==> config.mk <==
export PLATFORM = sky130hd
export DESIGN_NAME = anode_scan_ctrl
export DESIGN_NICKNAME = d
export VERILOG_FILES = /design/src/rtl/scan_pkg.sv /design/src/rtl/scan_prescaler.sv /design/src/rtl/anode_scan_ctrl.sv
export SDC_FILE = /design/constraint.sdc
export NUM_CORES = 1
export LEC_CHECK = 0
export CAP_MARGIN = 15
export CORE_UTILIZATION = 51
export CTS_BUF_LIST = sky130_fd_sc_hd__clkbuf_8
export CTS_CLUSTER_SIZE = 40
export DETAILED_ROUTE_END_ITERATION = 8
export MAX_ROUTING_LAYER = met4
export PLACE_DENSITY = 0.78
export SKIP_LAST_GASP = 1
export SYNTH_ARGS = -nofsm -noshare
export SYNTH_HDL_FRONTEND = slang
export SYNTH_HIERARCHICAL = 1
export SYNTH_SLANG_ARGS = --single-unit
==> constraint.sdc <==
create_clock -name clk_in -period 2.7 [get_ports clk_in]
set_clock_uncertainty 0.1 [all_clocks]
set_input_delay 0.405 -clock clk_in [delete_from_list [all_inputs] [get_ports clk_in]]
set_output_delay 0.405 -clock clk_in [all_outputs]
set_load 0.02 [all_outputs]
==> src/rtl/scan_pkg.sv <==
// Shared constants for the multiplexed-display anode scanner: drive levels,
// parameter defaults, legal parameter ranges and width helpers.
package scan_pkg;

  // Anode drive levels (common-anode display through PNP drivers: low = lit)
  localparam logic ANODE_ON  = 1'b0;
  localparam logic ANODE_OFF = 1'b1;

  // Parameter defaults
  localparam int DIGITS_DEF   = 4;
  localparam int PRESCALE_DEF = 100000;

  // Legal parameter ranges
  localparam int DIGITS_MIN   = 2;
  localparam int DIGITS_MAX   = 8;
  localparam int PRESCALE_MIN = 1;

  // Encoding of the dir input
  typedef enum logic {
    SCAN_UP   = 1'b0,
    SCAN_DOWN = 1'b1
  } scan_dir_e;

  // Width of the digit index: clog2(digits), never less than one bit
  function automatic int sel_width(input int digits);
    return (digits > 2) ? $clog2(digits) : 1;
  endfunction

  // Width of the prescaler count: clog2(prescale), never less than one bit
  function automatic int cnt_width(input int prescale);
    return (prescale > 2) ? $clog2(prescale) : 1;
  endfunction

endpackage

==> src/rtl/scan_prescaler.sv <==
// Dwell-time prescaler: counts 0..PRESCALE-1 on enabled cycles and flags the
// wrap cycle as tick. The count is held (not restarted) while enable is low.
module scan_prescaler
  import scan_pkg::*;
#(
  parameter int PRESCALE = PRESCALE_DEF
) (
  input  logic clk_in,
  input  logic reset_n,
  input  logic enable,
  input  logic sync_clr,
  output logic tick
);

  localparam int               CNT_W = cnt_width(PRESCALE);
  localparam logic [CNT_W-1:0] LAST  = CNT_W'(PRESCALE - 1);

  if (PRESCALE < PRESCALE_MIN) begin : g_bad_prescale
    $error("scan_prescaler: PRESCALE must be >= 1");
  end

  logic [CNT_W-1:0] cnt;
  logic             at_last;

  // With PRESCALE=1 LAST is 0, so at_last is always true and every enabled
  // cycle ticks. A coincident sync_clr wins over the tick.
  assign at_last = (cnt == LAST);
  assign tick    = enable & at_last & ~sync_clr;

  // Dwell counter: clear has priority, otherwise advance/wrap when enabled
  always_ff @(posedge clk_in or negedge reset_n) begin
    if (!reset_n) begin
      cnt <= '0;
    end else if (sync_clr) begin
      cnt <= '0;
    end else if (enable) begin
      cnt <= at_last ? '0 : cnt + CNT_W'(1);
    end
  end

endmodule

==> src/rtl/anode_scan_ctrl.sv <==
// Multiplexed-display anode scanner. Steps a digit index up or down once per
// prescaler dwell and drives an active-low one-hot anode bus, with per-digit
// blanking. digit_sel, anode, digit_tick and frame_done are all registered
// on the same edge so they stay mutually aligned.
module anode_scan_ctrl
  import scan_pkg::*;
#(
  parameter  int DIGITS   = DIGITS_DEF,
  parameter  int PRESCALE = PRESCALE_DEF,
  localparam int SEL_W    = sel_width(DIGITS)
) (
  input  logic              clk_in,
  input  logic              reset_n,
  input  logic              enable,
  input  logic              dir,
  input  logic              sync_clr,
  input  logic [DIGITS-1:0] blank_mask,
  output logic [SEL_W-1:0]  digit_sel,
  output logic [DIGITS-1:0] anode,
  output logic              digit_tick,
  output logic              frame_done
);

  localparam logic [SEL_W-1:0] SEL_LAST = SEL_W'(DIGITS - 1);

  if (DIGITS < DIGITS_MIN || DIGITS > DIGITS_MAX) begin : g_bad_digits
    $error("anode_scan_ctrl: DIGITS must be in 2..8");
  end

  logic              tick;
  logic [SEL_W-1:0]  sel_step;
  logic              sel_wrap;
  logic [SEL_W-1:0]  sel_next;
  logic [DIGITS-1:0] anode_next;

  scan_prescaler #(
    .PRESCALE (PRESCALE)
  ) u_prescaler (
    .clk_in   (clk_in),
    .reset_n  (reset_n),
    .enable   (enable),
    .sync_clr (sync_clr),
    .tick     (tick)
  );

  // Neighbouring digit in the current direction, and whether that step wraps.
  // The up-compare uses >= so an out-of-range index can never persist.
  always_comb begin
    sel_step = digit_sel;
    sel_wrap = 1'b0;
    if (dir == SCAN_DOWN) begin
      if (digit_sel == '0 || digit_sel > SEL_LAST) begin
        sel_step = SEL_LAST;
        sel_wrap = 1'b1;
      end else begin
        sel_step = digit_sel - SEL_W'(1);
      end
    end else begin
      if (digit_sel >= SEL_LAST) begin
        sel_step = '0;
        sel_wrap = 1'b1;
      end else begin
        sel_step = digit_sel + SEL_W'(1);
      end
    end
  end

  // Index to register this edge, and the anode pattern decoded from it so the
  // anode bus lands together with digit_sel rather than a cycle behind.
  always_comb begin
    sel_next = digit_sel;
    if (sync_clr) begin
      sel_next = '0;
    end else if (tick) begin
      sel_next = sel_step;
    end
    anode_next = {DIGITS{ANODE_OFF}};
    for (int i = 0; i < DIGITS; i++) begin
      if (sel_next == SEL_W'(i) && !blank_mask[i]) begin
        anode_next[i] = ANODE_ON;
      end
    end
  end

  // Output registers; pulses are only raised by a tick that sync_clr did not
  // override (the prescaler already masks tick with sync_clr).
  always_ff @(posedge clk_in or negedge reset_n) begin
    if (!reset_n) begin
      digit_sel  <= '0;
      anode      <= {DIGITS{ANODE_OFF}};
      digit_tick <= 1'b0;
      frame_done <= 1'b0;
    end else begin
      digit_sel  <= sel_next;
      anode      <= anode_next;
      digit_tick <= tick & ~sync_clr;
      frame_done <= tick & ~sync_clr & sel_wrap;
    end
  end

endmodule

* Word level (Yosys, flattened, before mapping)
Cells that the tools add are included.
** Storage, ports and cells
- Input port bits :: 9
- Bits in writable memories :: 0
- Latch bits :: 0
- Bits in registers :: 25
- Memories kept :: 0
- Bits in read-only memories :: 0
** Operators by class
- Multiplexer cells :: 15
- Div/mod/pow operators :: 0
- Order comparisons :: 2
- Add/sub/neg operators :: 3
- Equal/unequal tests :: 4
- Shift operators :: 0
- Reductions and logical operators :: 12
- Multipliers :: 0
- Bitwise logic cells :: 5
** Operators by type and width (number)
- $mux 17 :: 3
- $add 17x1->17 const B :: 1
- $eq 17x17->1 const B :: 1
- $mux 2 :: 5
- $mux 1 :: 7
- $and 1x1->1 :: 4
- $eq 2x2->1 const B :: 2
- $logic_and 1x1->1 :: 4
- $logic_not 1->1 :: 4
- $logic_not 2->1 :: 2
- $add 2x1->2 const B :: 1
- $eq 2x1->1 const B :: 1
- $ge 2x2->1 const B :: 1
- $gt 2x2->1 const B :: 1
- $reduce_bool 2->1 :: 1
- $sub 2x1->2 const B :: 1
- $logic_or 1x1->1 :: 1
- $not 1->1 :: 1

* Depth between registers and ports, before layout
Gate-level depths: netlist of run 1.
- Depth after elaboration :: 9
- Mapped depth :: 8
- Gate-level depth less buffers :: 8

* Modules after synthesis
Netlist of run 1, hierarchy kept.
** By module, submodules not included
- scan_prescaler :: instances 1, cells each 103, area each 957.2 um^2
- anode_scan_ctrl :: instances 1, cells each 29, area each 344.1 um^2

* Least setup slack after synthesis of run 1
OpenSTA, ideal clock, no wires.
- Path kind :: register to register
- Start :: register u_prescaler.cnt[5]
- End :: register anode[1]
- Buffers on the path :: 0
- Data arrival time :: 2476 ps
- Setup time :: 94 ps
- Cell stages (with the launch flop) :: 6
- Data required time :: 2506 ps
- Setup slack :: 30 ps
- Cell sequence :: dfrtp_1 -> or4b_1 -> or4_4 -> nor3_1 -> a21oi_1 -> or4_1
** Between the ends
- Word-level cells in the longest chain between the ends :: 8
** Ends and longest elaborated chain
- start, declared :: line scan_prescaler.sv:22 : logic [CNT_W-1:0] cnt;
- start signal, assigned :: line scan_prescaler.sv:37 : cnt <= at_last ? '0 : cnt + CNT_W'(1);
- $eq 17x17->1 :: line scan_prescaler.sv:27 : assign at_last = (cnt == LAST);
- $and 1x1->1 (2 in series) :: line scan_prescaler.sv:28 : assign tick = enable & at_last & ~sync_clr;
- via tick :: line anode_scan_ctrl.sv:30 : logic tick;
- $mux 2 :: line anode_scan_ctrl.sv:74 : end else if (tick) begin
- $mux 2 :: line anode_scan_ctrl.sv:72 : if (sync_clr) begin
- $eq 2x1->1 :: line anode_scan_ctrl.sv:79 : if (sel_next == SEL_W'(i) && !blank_mask[i]) begin
- $logic_and 1x1->1 :: line anode_scan_ctrl.sv:79
- $mux 1 :: line anode_scan_ctrl.sv:79
- via anode_next[1] :: line anode_scan_ctrl.sv:34 : logic [DIGITS-1:0] anode_next;
- end signal, assigned :: line anode_scan_ctrl.sv:90 : anode <= {DIGITS{ANODE_OFF}};
- end signal, assigned :: line anode_scan_ctrl.sv:95 : anode <= anode_next;
- end, declared :: line anode_scan_ctrl.sv:19 : output logic [DIGITS-1:0] anode,
The timed path passes the listed nets, and every way through them passes these cells.
A chain may end at the register's enable or synchronous reset.

* Final worst setup path of run 1
- Start :: register u_prescaler.cnt[13]
- End :: register anode[3]
** Between the ends
- Word-level cells in the longest chain between the ends :: 8
** Ends and longest elaborated chain (line)
- $eq 17x17->1 :: scan_prescaler.sv:27
- $and 1x1->1 (2 in series) :: scan_prescaler.sv:28
- via tick :: anode_scan_ctrl.sv:30
- $mux 2 :: anode_scan_ctrl.sv:74
- $mux 2 :: anode_scan_ctrl.sv:72
- $eq 2x2->1 :: anode_scan_ctrl.sv:79
- $logic_and 1x1->1 :: anode_scan_ctrl.sv:79
- $mux 1 :: anode_scan_ctrl.sv:79
- via anode_next[3] :: anode_scan_ctrl.sv:34
The timed path passes the listed nets, and every way through them passes these cells.

==> impl_metrics.env, run 1 <==
export IMPL_dr_pass1_iters=4
export IMPL_grt_pass1_vias=1060
export IMPL_ioPinCount=17
export IMPL_postRouteAntennaNets=0
export IMPL_cts_root_buf="clkbuf_8"
export IMPL_hpwl_um=2160
export IMPL_cts_clk_slew_worst_paths_ps=90
export IMPL_antenna_found_initial=0
export IMPL_r2r_slack_ps=80
export IMPL_yosysMostFrequentCell="dfrtp_1"
export IMPL_yosysTopAreaCellShare_pct=40.4
export IMPL_final_area_sq_mm=0.00158
export IMPL_start_util_pct=56.6
export IMPL_slew_headroom_pct=62.2
export IMPL_yosysSeqAreaShare_pct=48.5
export IMPL_syn_area_sq_mm=0.00130
export IMPL_synth_warnings=6
export IMPL_fin_crit_sh_pct=96.9
export IMPL_nFillCells=187
export IMPL_syn_area_per_cell_sq_um=9.86
export IMPL_required_ps=2790
export IMPL_drive_gt1_share_pct=13.5
export IMPL_gp_congestion=0.857
export IMPL_drt_wl_total_um=2940
export IMPL_avgRoutedWirePerCell_um=16.1
export IMPL_core_sq_mm=0.00230
export IMPL_max_slew_worst_pin_slew_ps=563
export IMPL_grt_pass1_wl_um=4910
export IMPL_hold_slack_ps=389
export IMPL_synth_edf_count=0
export IMPL_gr_total_overflow=0
export IMPL_worstPathArrival_ps=2710
export IMPL_dieArea_sq_mm=0.00276
export IMPL_die_x_um=52.5
export IMPL_synth_fp_nets=144
export IMPL_r2r_end="anode[3]"
export IMPL_ys_ff_latch=25
export IMPL_diodes=0
export IMPL_yosys_top_cells_count="dfrtp_1 (21), nor2_1 (14), inv_1 (9), xnor2_1 (8), a21oi_1 (7)"
export IMPL_yosys_top_cells_area="dfrtp_1 (40%), dfstp_2 (8.1%), xnor2_1 (5.4%), nor2_1 (4.0%), ha_1 (2.9%)"
export IMPL_final_hold_violation_count=0
export IMPL_synth_cells=132
export IMPL_regArea_sq_um=631
export IMPL_crit_fanout=5
export IMPL_multiInputGateArea_sq_um=621
export IMPL_cts_buffer_depth=2
export IMPL_tns_ps=0
export IMPL_slew_violations=0
export IMPL_synth_top_cell_by_area="dfrtp_1"
export IMPL_final_nets=168
export IMPL_portBuffers=16
export IMPL_path_class="register to register"
export IMPL_fp_dieH_um=52.5
export IMPL_r2r_start="u_prescaler/cnt[13]"
export IMPL_irDropWorstVdd_v=0.000416
export IMPL_numCtsBuffers=3
export IMPL_grt_max_degree=26
export IMPL_powerDensity_mw_per_mm2=410
export IMPL_place_area_sq_mm=0.00153
export IMPL_setup_viol=0
export IMPL_drc=0
export IMPL_hp_class="primary input to asynchronous set/reset pin"
export IMPL_areaGrowthSynthToFinish_pct=21.3
export IMPL_htreeDepth=1
export IMPL_run_status="complete, no violations"
export IMPL_grt_usage_pct=25.9
export IMPL_startpoint_type="register"
export IMPL_insertion_delay_ps=270
export IMPL_ys_flop_type="dfrtp_1"
export IMPL_num_vias=1057
export IMPL_viasPerCell=5.78
export IMPL_drtIter0Drc=31
export IMPL_yosys_cell_types_count=39
export IMPL_p_leak_nw=0.644
export IMPL_worstSetupEndpointType="register"
export IMPL_max_freq_mhz=382
export IMPL_cts_tree="done"
export IMPL_reg2reg_depth=7
export IMPL_clock_sinks=25
export IMPL_row_count=17
export IMPL_synthArstFlopShare_pct=100
export IMPL_cts_setup_buffers=0
export IMPL_rsz0062_at_grt="false"
export IMPL_postCtsHoldBufs=0
export IMPL_maxCapViolCount=0
export IMPL_cts_resized_gates=0
export IMPL_layout_min_cycle_time_ps=2620
export IMPL_total_power_mw=0.647
==> worst max path at each step <==
stage / startpoint / end / slack, ps / cells past startpoint
CTS: u_prescaler/cnt[13] / anode[1] / 90 / 6
detailed placement: u_prescaler/cnt[13] / anode[3] / 110 / 7
global route: u_prescaler/cnt[13] / anode[3] / 6 / 7
finish: u_prescaler/cnt[13] / anode[3] / 80 / 7
global placement: u_prescaler/cnt[13] / anode[3] / 160 / 7
floorplan: u_prescaler/cnt[5] / anode[1] / 30 / 5
==> per-stage QoR <==
| stage | std cells | utilization [%] | setup WS (ps) |
|---|---|---|---|
| after floorplan | 132 | - | 30.0 |
| after global placement | 179 | 66.6 | 160 |
| after detailed placement | 179 | 66.6 | 109 |
| after CTS | 183 | 68.6 | 86.3 |
| after global routing | 183 | 68.7 | 6.26 |
| final | 183 | 68.7 | 83.2 |
==> registers in the layout (all words and copies together), names as in the netlist <==
register         count
digit_tick           1
frame_done           1
digit_sel            2
u_prescaler/cnt     17
anode                4
==> where the power goes <==
group / leakage [nW] / switching, mW / internal (mW)
Combinational: 0.284 / 0.0251 / 0.0198
Clock: 0.0255 / 0.118 / 0.103
Sequential: 0.334 / 0.00259 / 0.378
==> cell usage in the layout (no fill, tap or decap), types with 3 or more instances in the layout <==
cell,instances
xnor2_1,8
nor2_1,14
buf_4,7
a21oi_1,7
dfrtp_1,21
nand2_1,5
nand2b_1,3
inv_1,9
dfstp_2,4
ha_1,3
nor3_1,4
o21ai_0,3
clkbuf_8,3
nor4_1,4
nand3_1,5
or3_1,3
nand4_1,4
clkdlybuf4s50_1,16
==> cell families after synthesis <==
kind of cell,count (synthesis),synth area share [%]
adder cells (fa/ha/maj),3,2.88
XOR/XNOR,10,6.73
AO/OA/AOI/OAI,25,13.3
buffers and inverters,13,4.13
AND/OR/NAND/NOR,56,24.5
flip-flops,25,48.5
==> per-layer routing <==
metal	global-route usage (%)	vias to the layer above	share of wire [%]
li1	-	516	-
met1	32.5	521	45
met2	42.2	16	51
met3	4.35	4	2.8
met4	9.21	0	1.3
met5	-	-	0
==> final cells by class <==
| type | instances | share of cell area (%) |
|---|---|---|
| clock buffer | 3 | 2.61 |
| timing repair buffer | 23 | 13.5 |
| clock inverter | 1 | 0.317 |
| multi-input combinational | 94 | 39.3 |
| inverter | 9 | 2.14 |
| tap | 28 | 2.22 |
| sequential | 25 | 39.9 |
==> critical path, cell delays in order (launching register included) <==
cell,delay (ps)
dfrtp_1,430
or4b_4,540
or4_4,530
nor3_1,150
buf_4,160
o21bai_1,70
a21o_1,170
or4_1,400
Note: power is estimated with default switching activity, not from simulation.
==> run 2, diff against run 1 <==
GPL_ROUTABILITY_DRIVEN = 0   (was default)
clock period = 2.2 ns   (was 2.7 ns; I/O delays follow)
==> impl_metrics.env, run 2 (synthesized netlist as in run 1, its figures left out) <==
export IMPL_run_status="finished, violations left"
export IMPL_violations="negative setup slack"
export IMPL_die_x_um=52.5
export IMPL_htreeDepth=1
export IMPL_rsz0062_at_grt="true"
export IMPL_final_cell_mix="buf_4 (36), dfrtp_1 (21), clkdlybuf4s50_1 (16)"
export IMPL_dp_slack_ps=-363
export IMPL_fp_dieH_um=52.5
export IMPL_worstSetupStartpoint="u_prescaler/cnt[8]"
export IMPL_postCtsHoldBufs=0
export IMPL_gr_total_overflow=0
export IMPL_slew_headroom_pct=70.7
export IMPL_setup_viol=7
export IMPL_start_util_pct=56.6
export IMPL_path_class="register to register"
export IMPL_dieArea_sq_mm=0.00276
export IMPL_portBuffers=16
export IMPL_core_sq_mm=0.00230
export IMPL_total_power_mw=0.811
export IMPL_drt_wl_total_um=3720
export IMPL_clock_sinks=25
export IMPL_numCtsBuffers=3
export IMPL_antenna_found_initial=0
export IMPL_drc=0
export IMPL_irDropWorstVdd_v=0.000522
export IMPL_r2r_slack_ps=-370
export IMPL_largest_reg_flops=17
export IMPL_ioPinCount=17
export IMPL_grt_usage_pct=30.3
export IMPL_top_regs="u_prescaler/cnt (17), anode (4), digit_sel (2)"
export IMPL_hp_class="primary input to asynchronous set/reset pin"
export IMPL_cts_tree="done"
export IMPL_viasPerCell=5.95
export IMPL_fin_crit_sh_pct=117
export IMPL_row_count=17
export IMPL_slew_violations=0
export IMPL_regMostFlops="u_prescaler/cnt"
export IMPL_postRouteAntennaNets=0
export IMPL_worstPathArrival_ps=2660
export IMPL_drive_gt1_share_pct=30.3
export IMPL_fin_ws_ps=-372
export IMPL_cts_root_buf="clkbuf_8"
export IMPL_crit_fanout=5
export IMPL_worstSetupEndpointType="register"
export IMPL_tns_ps=-1390
export IMPL_max_slew_worst_pin_slew_ps=436
export IMPL_layout_min_cycle_time_ps=2570
export IMPL_powerDensity_mw_per_mm2=440
export IMPL_startpoint_type="register"
export IMPL_grt_pass1_vias=1244
export IMPL_final_hold_violation_count=0
export IMPL_p_leak_nw=0.808
export IMPL_required_ps=2290
export IMPL_cts_buffer_depth=2
export IMPL_grt_max_degree=26
export IMPL_final_nets=198
export IMPL_areaGrowthSynthToFinish_pct=41.5
export IMPL_insertion_delay_ps=270
export IMPL_r2r_start="u_prescaler/cnt[8]"
export IMPL_grt_pass1_wl_um=5660
export IMPL_cts_clk_slew_worst_paths_ps=90
export IMPL_dr_pass1_iters=4
export IMPL_num_vias=1268
export IMPL_drtIter0Drc=33
export IMPL_max_freq_mhz=389
export IMPL_diodes=0
export IMPL_maxCapViolCount=0
export IMPL_hold_slack_ps=320
export IMPL_avgRoutedWirePerCell_um=17.5
export IMPL_hpwl_um=2570
export IMPL_mostFrequentLayoutCell="buf_4"
## run 2: worst max-delay path, stage by stage (launching register included)
cell and delay, ps:
dfrtp_1 390, or4b_4 540, or4_4 550, nor3_4 210
o21bai_1 100, a21o_1 200, or4_1 400
## run 2: layout make-up
| type | instances | area (sq um) |
|---|---|---|
| Inverter | 9 | 33.8 |
| Timing Repair Buffer | 53 | 442 |
| Clock buffer | 3 | 41.3 |
| Clock inverter | 1 | 3.75 |
| Fill cell | 145 | 455 |
| Multi-Input combinational cell | 94 | 656 |
| Sequential cell | 25 | 631 |
| Tap cell | 28 | 35.0 |
## run 2: where the power goes
group | internal (mW) | switching [mW] | total [mW]
clock network | 0.125 | 0.151 | 0.276
logic | 0.0329 | 0.0362 | 0.0691
registers | 0.464 | 0.00182 | 0.466
## run 2: worst paths after layout
check                      depth (start not counted)                  to
max                                                6            anode[3]
min in group clk_in                                3            anode[2]
min reg2reg                                        3  u_prescaler/cnt[3]
max in group asynchronous                          2            anode[1]
min                                                2  u_prescaler/cnt[1]
max reg2reg                                        6            anode[3]
## run 2: what timing repair did
action | CTS | global route
resized for setup | 3 | 6
pin swaps | 4 | 3
buffers inserted | 3 | 2
hold endpoints to repair | 0 | 0
setup endpoints to repair | 7 | 10
## run 2: per-layer routing
layer | share of wire [%] | GRT usage [%]
met1 | 42 | 36.4
met5 | 0 | -
met4 | 2.2 | 15.4
met2 | 50 | 48.7
met3 | 5.3 | 5.22
## run 2: stage by stage
stage	area [sq um]	instances	utilization [%]
finish	1840	213	80.2
global route	1840	213	80.2
CTS	1810	211	78.9
detailed placement	1740	205	75.5
global placement	1740	205	75.5
floorplan	1310	132	-
